==> config.mk <==
export PLATFORM = sky130hd
export DESIGN_NAME = pipeline_hazard_controller
export DESIGN_NICKNAME = d
export VERILOG_FILES = /design/src/rtl/pipe_ctrl_pkg.sv /design/src/rtl/sat_counter.sv /design/src/rtl/pipeline_hazard_controller.sv
export SDC_FILE = /design/constraint.sdc
export NUM_CORES = 1
export LEC_CHECK = 0
export CORE_UTILIZATION = 50
export DETAILED_ROUTE_END_ITERATION = 10
export PLACE_DENSITY = 0.79
export SYNTH_ARGS = -nofsm -noshare
export SYNTH_HDL_FRONTEND = slang
export SYNTH_HIERARCHICAL = 1
export SYNTH_SLANG_ARGS = --single-unit
==> constraint.sdc <==
create_clock -name clk -period 3.1 [get_ports clk]
set_clock_uncertainty 0.05 [all_clocks]
set_input_delay 0.465 -clock clk [delete_from_list [all_inputs] [get_ports clk]]
set_output_delay 0.465 -clock clk [all_outputs]
set_load 0.03 [all_outputs]
==> src/rtl/pipe_ctrl_pkg.sv <==
// Shared types and constants for the pipeline hazard controller.
package pipe_ctrl_pkg;

  // Sequencer state: normal issue, whole-pipe freeze on dmem wait, timeout lockout.
  typedef enum logic [1:0] {
    RUN    = 2'd0,
    FREEZE = 2'd1,
    ERROR  = 2'd2
  } state_e;

  // Per-stage register controls, in pipeline order.
  typedef struct packed {
    logic pc_we;
    logic if_id_we;
    logic if_id_flush;
    logic id_ex_we;
    logic id_ex_flush;
    logic ex_mem_we;
    logic mem_wb_we;
  } stage_ctrl_t;

  localparam logic [4:0] REG_X0 = 5'd0;

  // Everything held, nothing flushed.
  localparam stage_ctrl_t CTRL_HOLD = '{default: 1'b0};

  // Normal advance.
  localparam stage_ctrl_t CTRL_RUN = '{pc_we: 1'b1, if_id_we: 1'b1, if_id_flush: 1'b0,
                                       id_ex_we: 1'b1, id_ex_flush: 1'b0,
                                       ex_mem_we: 1'b1, mem_wb_we: 1'b1};

  // Taken branch: PC loads the target, the two younger instructions are squashed.
  localparam stage_ctrl_t CTRL_BRANCH = '{pc_we: 1'b1, if_id_we: 1'b1, if_id_flush: 1'b1,
                                          id_ex_we: 1'b1, id_ex_flush: 1'b1,
                                          ex_mem_we: 1'b1, mem_wb_we: 1'b1};

  // Load-use: hold PC and IF/ID, drop one bubble into EX.
  localparam stage_ctrl_t CTRL_LOAD_USE = '{pc_we: 1'b0, if_id_we: 1'b0, if_id_flush: 1'b0,
                                            id_ex_we: 1'b1, id_ex_flush: 1'b1,
                                            ex_mem_we: 1'b1, mem_wb_we: 1'b1};

  // Fetch not ready: hold PC, feed a NOP into ID, let the rest drain.
  localparam stage_ctrl_t CTRL_IMEM_WAIT = '{pc_we: 1'b0, if_id_we: 1'b1, if_id_flush: 1'b1,
                                             id_ex_we: 1'b1, id_ex_flush: 1'b0,
                                             ex_mem_we: 1'b1, mem_wb_we: 1'b1};

  // A load in EX whose destination is read by ID; loads to x0 never hazard.
  function automatic logic load_use(input logic       mem_read,
                                    input logic [4:0] rd,
                                    input logic [4:0] rs1,
                                    input logic [4:0] rs2,
                                    input logic       uses_rs1,
                                    input logic       uses_rs2);
    return mem_read && (rd != REG_X0) &&
           ((uses_rs1 && (rs1 == rd)) || (uses_rs2 && (rs2 == rd)));
  endfunction

endpackage

==> src/rtl/sat_counter.sv <==
// Up-counter that sticks at all-ones instead of wrapping.
module sat_counter #(
  parameter int W = 16
) (
  input  logic         clk,
  input  logic         reset,
  input  logic         inc,
  output logic [W-1:0] value
);

  logic [W-1:0] value_q;

  // Count one per inc cycle until saturated; synchronous clear.
  // NOTE: non-blocking assignment so every flop samples pre-edge values.
  always_ff @(posedge clk) begin
    if (reset) begin
      value_q <= '0;
    end else if (inc && (value_q != {W{1'b1}})) begin
      value_q <= value_q + W'(1);
    end
  end

  assign value = value_q;

endmodule

==> src/rtl/pipeline_hazard_controller.sv <==
// Central stall/flush sequencer for the 5-stage pipeline: merges dmem wait,
// taken branch, load-use and imem wait into one set of stage controls.
module pipeline_hazard_controller
  import pipe_ctrl_pkg::*;
#(
  parameter int CNT_W        = 16,
  parameter int MAX_MEM_WAIT = 64
) (
  input  logic             clk,
  input  logic             reset,
  input  logic             ex_mem_read,
  input  logic [4:0]       ex_rd,
  input  logic [4:0]       id_rs1,
  input  logic [4:0]       id_rs2,
  input  logic             id_uses_rs1,
  input  logic             id_uses_rs2,
  input  logic             branch_taken,
  input  logic             imem_busy,
  input  logic             dmem_busy,
  output logic             pc_we,
  output logic             if_id_we,
  output logic             if_id_flush,
  output logic             id_ex_we,
  output logic             id_ex_flush,
  output logic             ex_mem_we,
  output logic             mem_wb_we,
  output logic             timeout_err,
  output logic [CNT_W-1:0] stall_cnt,
  output logic [CNT_W-1:0] flush_cnt,
  output logic [CNT_W-1:0] lu_cnt
);

  // Last FREEZE cycle tolerated; still busy here means timeout.
  localparam logic [7:0] WAIT_LAST = 8'(MAX_MEM_WAIT - 1);

  state_e      state_q;
  logic [7:0]  wait_q;
  logic        err_q;
  stage_ctrl_t ctrl;
  logic        lu;
  logic        flush_ev;
  logic        lu_ev;

  assign lu = load_use(ex_mem_read, ex_rd, id_rs1, id_rs2, id_uses_rs1, id_uses_rs2);

  // Sequencer: freeze on dmem wait, count its length, lock into ERROR on timeout.
  always_ff @(posedge clk) begin
    if (reset) begin
      state_q <= RUN;
      wait_q  <= '0;
      err_q   <= 1'b0;
    end else begin
      case (state_q)
        RUN: begin
          wait_q <= '0;
          if (dmem_busy) state_q <= FREEZE;
        end
        FREEZE: begin
          if (!dmem_busy) begin
            state_q <= RUN;
            wait_q  <= '0;
          end else if (wait_q == WAIT_LAST) begin
            state_q <= ERROR;
            err_q   <= 1'b1;
          end else begin
            wait_q <= wait_q + 8'd1;
          end
        end
        ERROR: ;
        default: state_q <= RUN;
      endcase
    end
  end

  // Stage controls in priority order; FREEZE with dmem idle resolves like RUN.
  // NOTE: every output gets a default first so no path infers a latch.
  always_comb begin
    ctrl     = CTRL_HOLD;
    flush_ev = 1'b0;
    lu_ev    = 1'b0;
    if (!reset && (state_q != ERROR) && !dmem_busy) begin
      if (branch_taken) begin
        ctrl     = CTRL_BRANCH;
        flush_ev = 1'b1;
      end else if (lu) begin
        ctrl  = CTRL_LOAD_USE;
        lu_ev = 1'b1;
      end else if (imem_busy) begin
        ctrl = CTRL_IMEM_WAIT;
      end else begin
        ctrl = CTRL_RUN;
      end
    end
  end

  assign pc_we       = ctrl.pc_we;
  assign if_id_we    = ctrl.if_id_we;
  assign if_id_flush = ctrl.if_id_flush;
  assign id_ex_we    = ctrl.id_ex_we;
  assign id_ex_flush = ctrl.id_ex_flush;
  assign ex_mem_we   = ctrl.ex_mem_we;
  assign mem_wb_we   = ctrl.mem_wb_we;
  assign timeout_err = err_q;

  sat_counter #(.W(CNT_W)) u_stall_cnt (
    .clk   (clk),
    .reset (reset),
    .inc   (!reset && !ctrl.pc_we),
    .value (stall_cnt)
  );

  sat_counter #(.W(CNT_W)) u_flush_cnt (
    .clk   (clk),
    .reset (reset),
    .inc   (flush_ev),
    .value (flush_cnt)
  );

  sat_counter #(.W(CNT_W)) u_lu_cnt (
    .clk   (clk),
    .reset (reset),
    .inc   (lu_ev),
    .value (lu_cnt)
  );

endmodule

**Word-level counts from Yosys, hierarchy flattened**

Index checks and enable logic that the tools add are counted.

- Input bits: 23
- Output and inout bits: 56
- Word-level logic and storage cells: 59
- Register bits after elaboration: 59

- Multiplexer cells: 16
- Equality and inequality tests: 12
- Reductions and logical operators: 20
- Bitwise logic cells: 1
- Add/sub/neg operators: 4

Operator list:

| kind | number |
|---|---|
| $add A16 B1 Y16 const B | 3 |
| $ne A16 B16 Y1 const B | 3 |
| $mux W7 | 4 |
| $mux W8 | 2 |
| $pmux W8 S2 | 1 |
| $eq A5 B5 Y1 | 2 |
| $logic_and A1 B1 Y1 | 10 |
| $add A8 B1 Y8 const B | 1 |
| $eq A8 B6 Y1 const B | 1 |
| $mux W2 | 3 |
| $ne A3 B3 Y1 const B | 2 |
| $pmux W2 S3 | 1 |
| $reduce_and A3 Y1 | 2 |
| $mux W1 | 5 |
| $reduce_bool A5 Y1 | 1 |
| $ne A2 B2 Y1 const B | 2 |
| $logic_not A1 Y1 | 3 |
| $eq A2 B1 Y1 const B | 1 |
| $eq A2 B2 Y1 const B | 1 |
| $logic_not A2 Y1 | 1 |
| $reduce_and A2 Y1 | 1 |
| $reduce_bool A2 Y1 | 1 |
| $logic_or A1 B1 Y1 | 1 |
| $not A1 Y1 | 1 |

**Longest topological paths before layout**

Gate-level depths: netlist of the first run.

- Depth in word-level cells: 10
- Depth in mapped cells: 9
- Gate-level depth less buffers: 9

**Modules after synthesis**

Netlist of the first run, hierarchy kept.

By module, submodules not included:

| module | seq. area each (µm²) | area each (µm²) | cells an instance | times used |
|---|---|---|---|---|
| sat_counter | 320.3 | 848.3 | 99 | 3 |
| pipeline_hazard_controller | 220.2 | 784.5 | 101 | 1 |

**Worst setup path before layout of the first run**

Ideal clock, no wire load.

- Path kind: in2reg
- Start point: in ex_rd[1]
- End point: reg u_stall_cnt.value_q[9], in the netlist u_stall_cnt/value[9]
- Data arrival time: 2.538 ns
- Setup slack: 0.442 ns
- Library setup time: 0.070 ns
- Data required time: 2.980 ns
- Stages on the path: 8
- Path buffers: 1
- Cells stage by stage: xnor2_1 -> nand4_1 -> o22a_1 -> o41ai_1 -> nand2_1 -> clkbuf_1 -> or4_1 -> a21oi_1

- Cells in the longest elaborated chain, start to end: 10
- Elaborated cells between the ends (all ways): 14
- Classes of those cells: 2 x eq/ne; 3 x mux; 9 x reduce/logical

RTL lines:

| what | line | source |
|---|---|---|
| start: declaration | pipeline_hazard_controller.sv:12 | `input logic [4:0] ex_rd,` |
| $eq A5 B5 Y1 | pipe_ctrl_pkg.sv:55 | `((uses_rs1 && (rs1 == rd)) \|\| (uses_rs2 && (rs2 == rd)));` |
| $logic_and A1 B1 Y1 | pipe_ctrl_pkg.sv:55 |  |
| $logic_or A1 B1 Y1 | pipe_ctrl_pkg.sv:55 |  |
| $logic_and A1 B1 Y1 (*) | pipe_ctrl_pkg.sv:54 | `return mem_read && (rd != REG_X0) &&` |
| $mux W7 (*) | pipeline_hazard_controller.sv:85 | `end else if (lu) begin` |
| $mux W7 (*) | pipeline_hazard_controller.sv:82 | `if (branch_taken) begin` |
| $mux W7 (*) | pipeline_hazard_controller.sv:81 | `if (!reset && (state_q != ERROR) && !dmem_busy) begin` |
| $logic_not A1 Y1 (*) | pipeline_hazard_controller.sv:108 | `.inc (!reset && !ctrl.pc_we),` |
| $logic_and A1 B1 Y1 (*) | pipeline_hazard_controller.sv:108 |  |
| $logic_and A1 B1 Y1 (*) | sat_counter.sv:18 | `end else if (inc && (value_q != {W{1'b1}})) begin` |
| end signal: assignment | sat_counter.sv:19 | `value_q <= value_q + W'(1);` |
| end: declaration | sat_counter.sv:11 | `logic [W-1:0] value_q;` |

Every way passes the cells marked *; elsewhere a longest branch is shown, timed or not.
A chain may end at the register's enable or synchronous reset.

**Worst setup path after layout of the first run**

- Start point: in ex_rd[1]
- End point: out pc_we

- Cells in the longest elaborated chain, start to end: 7
- Elaborated cells between the ends (all ways): 11
- Classes of those cells: 2 x eq/ne; 3 x mux; 6 x reduce/logical

RTL lines:

| what | line | source |
|---|---|---|
| $eq A5 B5 Y1 | pipe_ctrl_pkg.sv:55 |  |
| $logic_and A1 B1 Y1 | pipe_ctrl_pkg.sv:55 |  |
| $logic_or A1 B1 Y1 | pipe_ctrl_pkg.sv:55 |  |
| $logic_and A1 B1 Y1 (*) | pipe_ctrl_pkg.sv:54 |  |
| $mux W7 (*) | pipeline_hazard_controller.sv:85 |  |
| $mux W7 (*) | pipeline_hazard_controller.sv:82 |  |
| $mux W7 (*) | pipeline_hazard_controller.sv:81 |  |
| end: declaration | pipeline_hazard_controller.sv:20 | `output logic pc_we,` |

Marks and branches as above.

==> impl_metrics.json, run 1 <==
{
  "synth_adder_area_share_pct": 1.50,
  "synth_cells": 398,
  "tightest_slew_ps": 774,
  "p_clk_share_pct": 41.5,
  "synthTopCellsByArea": "dfxtp_1 35%, a21oi_1 5.7%, or4_1 5.4%",
  "die_x_um": 83.6,
  "yosys.area_share.simple_pct": 35.2,
  "finalCritPeriodShare_pct": 91.2,
  "clock_sinks": 59,
  "synth-async-reset-ratio_pct": 0,
  "report.power.total_w": 0.00153,
  "crit_path_max_incr_delay_ps": 550,
  "fin_tns_setup_ps": 0,
  "clkLatencyLatePin_ps": 330,
  "grt_pass1_wl_mm": 14.3,
  "netlist_top_cells_count": "59 x dfxtp_1, 38 x a21oi_1, 29 x nor2_1",
  "hold_ws_ps": 402,
  "synth_edf_count": 0,
  "power_leakage_nw": 1.45,
  "syn-num-nets": 425,
  "drive_gt1_share_pct": 9.24,
  "syn-mean-instance-area_um2": 8.37,
  "seq_area_frac_synth_pct": 35.5,
  "synth_compound_area_share_pct": 16.6,
  "drc": 0,
  "synth_top_area_share_pct": 35.5,
  "drtIter0Drc": 147,
  "antenna_left": 0,
  "vdd_drop_max_mv": 0.305,
  "syn_area_um2": 3330,
  "cp_max_fo": 4,
  "hold_viol": 0,
  "vias": 3364,
  "place_inst": 549,
  "die-area_um2": 6990,
  "ctsHoldBuffers": 0,
  "p_sw_share_pct": 23.5,
  "cts_tree": "built",
  "end_kind": "output port",
  "critPathSlowestCell": "or4_1",
  "rows": 29,
  "worst-setup-path-type": "in2out",
  "final_cells": 564,
  "grt_max_degree": 42,
  "cts_resized": 0,
  "core-area_um2": 6390,
  "synth-xor-area-share_pct": 5.00,
  "grt_antenna_before_repair": 0,
  "synthToLayoutAreaGrowth_pct": 31.5,
  "port_buffers": 78,
  "finalSetupViolations": 0,
  "cts_setup_buffers": 0,
  "startpoint_type": "input port",
  "grt_pass1_vias": 3095,
  "rsz0062_at_grt": "no",
  "drtPass1Iterations": 5,
  "crit_top_cell": "buf_4",
  "dp_hpwl_mm": 5.92,
  "cap_violations": 0,
  "run_status": "completed",
  "wl_per_cell_um": 14.7,
  "hold_path.class": "reg2reg",
  "clock_path_buffers": 2,
  "finalCriticalPeriod_ps": 2830,
  "p_int_w": 0.00117,
  "drt_wl_total_mm": 8.27,
  "start_util_pct": 52.1,
  "clock-root-buffer": "clkbuf_8",
  "final_area_um2": 4380,
  "required_ps": 2580,
  "synth_top_family_by_area": "simple AND/OR/NAND/NOR gates",
  "cts_max_level": 3,
  "slew_violations": 0,
  "synth_flop_cell": "dfxtp_1",
  "seqPwrFrac_pct": 50.1,
  "cts_buffers": 9,
  "vias_per_cell": 5.96,
  "ys_ff_latch": 59,
  "postPlaceCellArea_um2": 4200,
  "yosys.area.top_type": "dfxtp_1",
  "gp_congestion": 0.856,
  "max_slew_margin_pct": 48.0,
  "synthMuxAreaShare_pct": 2.22,
  "yosysMostFrequentCell": "dfxtp_1",
  "antennaDiodeCount": 0,
  "cp_data_arrival_time_ps": 2310,
  "p_per_area_nw_per_um2": 350,
  "synth_cell_types": 45,
  "io_pins": 79,
  "p_sw_w": 0.000361,
  "nets": 510,
  "overflow": 0,
  "fmax_ghz": 0.354,
  "crit_chain": "clkdlybuf4s50_1, or4_1, o21ai_0, buf_4, nor2_1, a21oi_1, buf_4",
  "die_h_um": 83.6,
  "cts.clk_slew.worst_paths_ps": 60,
  "ys.warnings.count": 6,
  "p_comb_share_pct": 8.4,
  "grt_use_total_pct": 24.8
}
[logic make-up after synthesis]
logic type / Yosys count
AND/OR/NAND/NOR: 189
AO/OA/AOI/OAI: 91
flip-flops: 59
buffers and inverters: 29
XOR/XNOR: 19
multiplexers: 7
adder cells (fa/ha/maj): 4
[final timing paths]
check	start	to	slack (ps)	cells past startpoint
min reg2reg	timeout_err	timeout_err	400	2
max reg2reg	state_q[1]	u_stall_cnt/value[11]	600	9
min	timeout_err	timeout_err	400	2
max	ex_rd[1]	pc_we	270	7
[layer usage]
layer / routed length (µm) / vias to the layer above / track usage [%]
met5: 0 / - / 0
met4: 160 / 0 / 11.2
met3: 316 / 13 / 3.76
met2: 3950 / 79 / 41.0
met1: 3840 / 1583 / 31.8
li1: - / 1689 / -
[flip-flops by register name (all words and copies together), names as in the netlist]
name               count
u_stall_cnt/value     16
u_lu_cnt/value        16
timeout_err            1
state_q                2
u_flush_cnt/value     16
wait_q                 8
[cell type report]
| cell class | instances | area [µm²] |
|---|---|---|
| clock buffers | 13 | 169 |
| clock inverters | 2 | 10.0 |
| fillers | 524 | 2010 |
| inverters | 13 | 48.8 |
| multi-input cells | 310 | 2020 |
| flip-flops and latches | 59 | 1180 |
| well taps | 77 | 96.3 |
| repair buffers | 90 | 856 |
[layout by cell type, fill, tap and decap left out, drive strengths merged, types with 18 or more instances in the layout]
master         Yosys  routed
o31ai             18      18
xnor2             19      19
nand4             19      19
clkdlybuf4s50      0      73
or4               24      24
dfxtp             59      59
nor2              29      29
nand3             20      20
a21oi             38      38
nand2             31      31
[power groups by stage]
stage          clock network [W]  registers [W]  logic [W]
3_3_place_gp                   0       0.000785   0.000126
4_1_cts                 0.000652       0.000768   0.000129
2_1_floorplan                  0       0.000790  0.0000597
5_1_grt                 0.000691       0.000769   0.000140
3_5_place_dp                   0       0.000785   0.000129
6_report                0.000637       0.000769   0.000129
[per-stage QoR]
step / worst slack (ps) / util (%)
floorplan: 442 / -
global placement: 90.6 / 65.8
detailed placement: 2.58 / 65.8
CTS: 282 / 68.6
global route: 180 / 68.6
finish: 274 / 68.6
[critical path: cells and delay by family]
kind            cells  cell delay [ps]
compound gates      2              420
buf+inv             3              820
simple gates        2              610
Power figures use the tool's default switching activity.
==> inputs of run 2 (changes only) <==
--- a/config.mk
+++ b/config.mk
@@ -8,2 +8,3 @@
 export CORE_UTILIZATION = 50
+export CTS_CLUSTER_SIZE = 14
 export DETAILED_ROUTE_END_ITERATION = 10
==> constraint.sdc (replaced) <==
create_clock -name clk -period 3.1 [get_ports clk]
set_clock_uncertainty 0.05 [all_clocks]
set_input_delay 0.31 -clock clk [delete_from_list [all_inputs] [get_ports clk]]
set_output_delay 0.31 -clock clk [all_outputs]
set_load 0.03 [all_outputs]
==> run 2 against run 1 <==
Design area down 0.11%. Clock power up 10%. Die area unchanged. First-iteration DRC count unchanged. Worst setup slack worse by 84 ps. Sequential share of layout area about the same. Fmax down 2.9%. Routed wire length up 1.8%. Via count up 0.83%. Sequential power about the same. Clock-buffer cell count unchanged. Core utilization down 0.078 points.
==> impl_metrics.json, run 2 (synthesized netlist as in run 1, its figures left out) <==
{
  "run_status": "completed",
  "synthToLayoutAreaGrowth_pct": 31.3,
  "topRoutingLayerUsed": "met4",
  "finalCriticalPeriod_ps": 2910,
  "startpoint_type": "input port",
  "p_comb_share_pct": 7.9,
  "p_per_area_nw_per_um2": 365,
  "p_sw_share_pct": 22.7,
  "cts_max_level": 3,
  "grt_max_degree": 42,
  "crit_chain": "clkdlybuf4s50_1, or4_1, o21ai_0, nor2_1, a21o_1, clkdlybuf4s50_1",
  "drive_gt1_share_pct": 8.26,
  "die_h_um": 83.6,
  "gp_congestion": 0.857,
  "die_x_um": 83.6,
  "wl_per_cell_um": 15.0,
  "cts.clk_slew.worst_paths_ps": 60,
  "clock-root-buffer": "clkbuf_8",
  "vdd_drop_max_mv": 0.269,
  "drt-met1-wl_mm": 3.74,
  "tightest_slew_ps": 782,
  "seqPwrFrac_pct": 48.2,
  "finalSetupViolations": 0,
  "report.power.total_w": 0.00160,
  "clock_path_buffers": 2,
  "cp_data_arrival_time_ps": 2550,
  "rows": 29,
  "final_area_um2": 4370,
  "cp_max_fo": 3,
  "cap_violations": 0,
  "core-area_um2": 6390,
  "crit_path_max_incr_delay_ps": 590,
  "required_ps": 2740,
  "start_util_pct": 52.1,
  "hold_path.class": "in2reg",
  "cts_tree": "built",
  "grt_pass1_wl_mm": 13.9,
  "antenna_left": 0,
  "dr_wl_met3_um": 483,
  "grt_pass1_vias": 2958,
  "die-area_um2": 6990,
  "drtPass1Iterations": 4,
  "cts_buffers": 9,
  "fmax_ghz": 0.344,
  "clkLatencyLatePin_ps": 330,
  "slew_violations": 0,
  "end_kind": "output port",
  "vias_per_cell": 6.05,
  "cts_setup_buffers": 0,
  "final_common_cell": "clkdlybuf4s50_1",
  "antennaDiodeCount": 0,
  "r2r_slack_ps": 630,
  "port_buffers": 78,
  "cts_resized": 0,
  "vias": 3392,
  "power_leakage_nw": 1.43,
  "ctsHoldBuffers": 0,
  "max_slew_margin_pct": 47.5,
  "drtIter0Drc": 147,
  "overflow": 0,
  "p_int_w": 0.00123,
  "p_sw_w": 0.000362,
  "dp_hpwl_mm": 5.93,
  "critPathSlowestCell": "clkdlybuf4s50_1",
  "crit_top_cell": "clkdlybuf4s50_1",
  "worst-setup-path-type": "in2out",
  "grt_antenna_before_repair": 0,
  "wl_met2_mm": 4.15,
  "nets": 507,
  "hold_viol": 0,
  "rsz0062_at_grt": "no",
  "finalCritPeriodShare_pct": 93.9,
  "grt_use_total_pct": 24.2,
  "io_pins": 79,
  "fin_tns_setup_ps": 0,
  "drt_wl_total_mm": 8.42,
  "drc": 0,
  "clock_sinks": 59,
  "p_clk_share_pct": 43.9,
  "postPlaceCellArea_um2": 4180,
  "final_cell_mix": "74 x clkdlybuf4s50_1, 59 x dfxtp_1, 38 x a21oi_1, 29 x nor2_1, 28 x nand2_1"
}
==> run 2: layer usage <==
layer,GRT usage [%],up-vias
met1,30.4,1619
met4,6.01,0
met2,39.7,83
li1,-,1684
met3,8.51,6
met5,0,-
==> run 2: worst paths after layout <==
kind,cells past startpoint,from,endpoint
max reg2reg,11,state_q[1],u_stall_cnt/value[6]
max,6,ex_rd[1],id_ex_flush
min,2,reset,u_stall_cnt/value[4]
min reg2reg,2,timeout_err,timeout_err
==> run 2: area by class of cell <==
cell class	count	area, µm²
multi-input combinational	310	2020
fill	554	2010
sequential	59	1180
timing repair buffer	87	836
clock buffer	13	159
tap	77	96.3
inverter	13	48.8
clock inverter	2	35.0
==> run 2: power by group through the flow <==
stage | Combinational (W) | Clock, W | Sequential (W)
floorplan | 0.0000597 | 0 | 0.000790
global placement | 0.000124 | 0 | 0.000785
detailed placement | 0.000126 | 0 | 0.000785
CTS | 0.000127 | 0.000711 | 0.000768
global route | 0.000136 | 0.000748 | 0.000769
finish | 0.000126 | 0.000701 | 0.000769
==> run 2: through the flow <==
stage               std cells  util (%)  hold slack [ps]  worst slack, ps
floorplan                 398         -              376              597
global placement          546      65.4              384              203
detailed placement        546      65.4              387              151
CTS                       561      68.5              324              178
global route              561      68.5              356             81.3
finish                    561      68.5              337              190
==> run 2: critical path: cells and delay by family <==
kind	cells	cell delay (ps)
buf+inv	2	1050
compound gates	2	560
simple gates	2	630
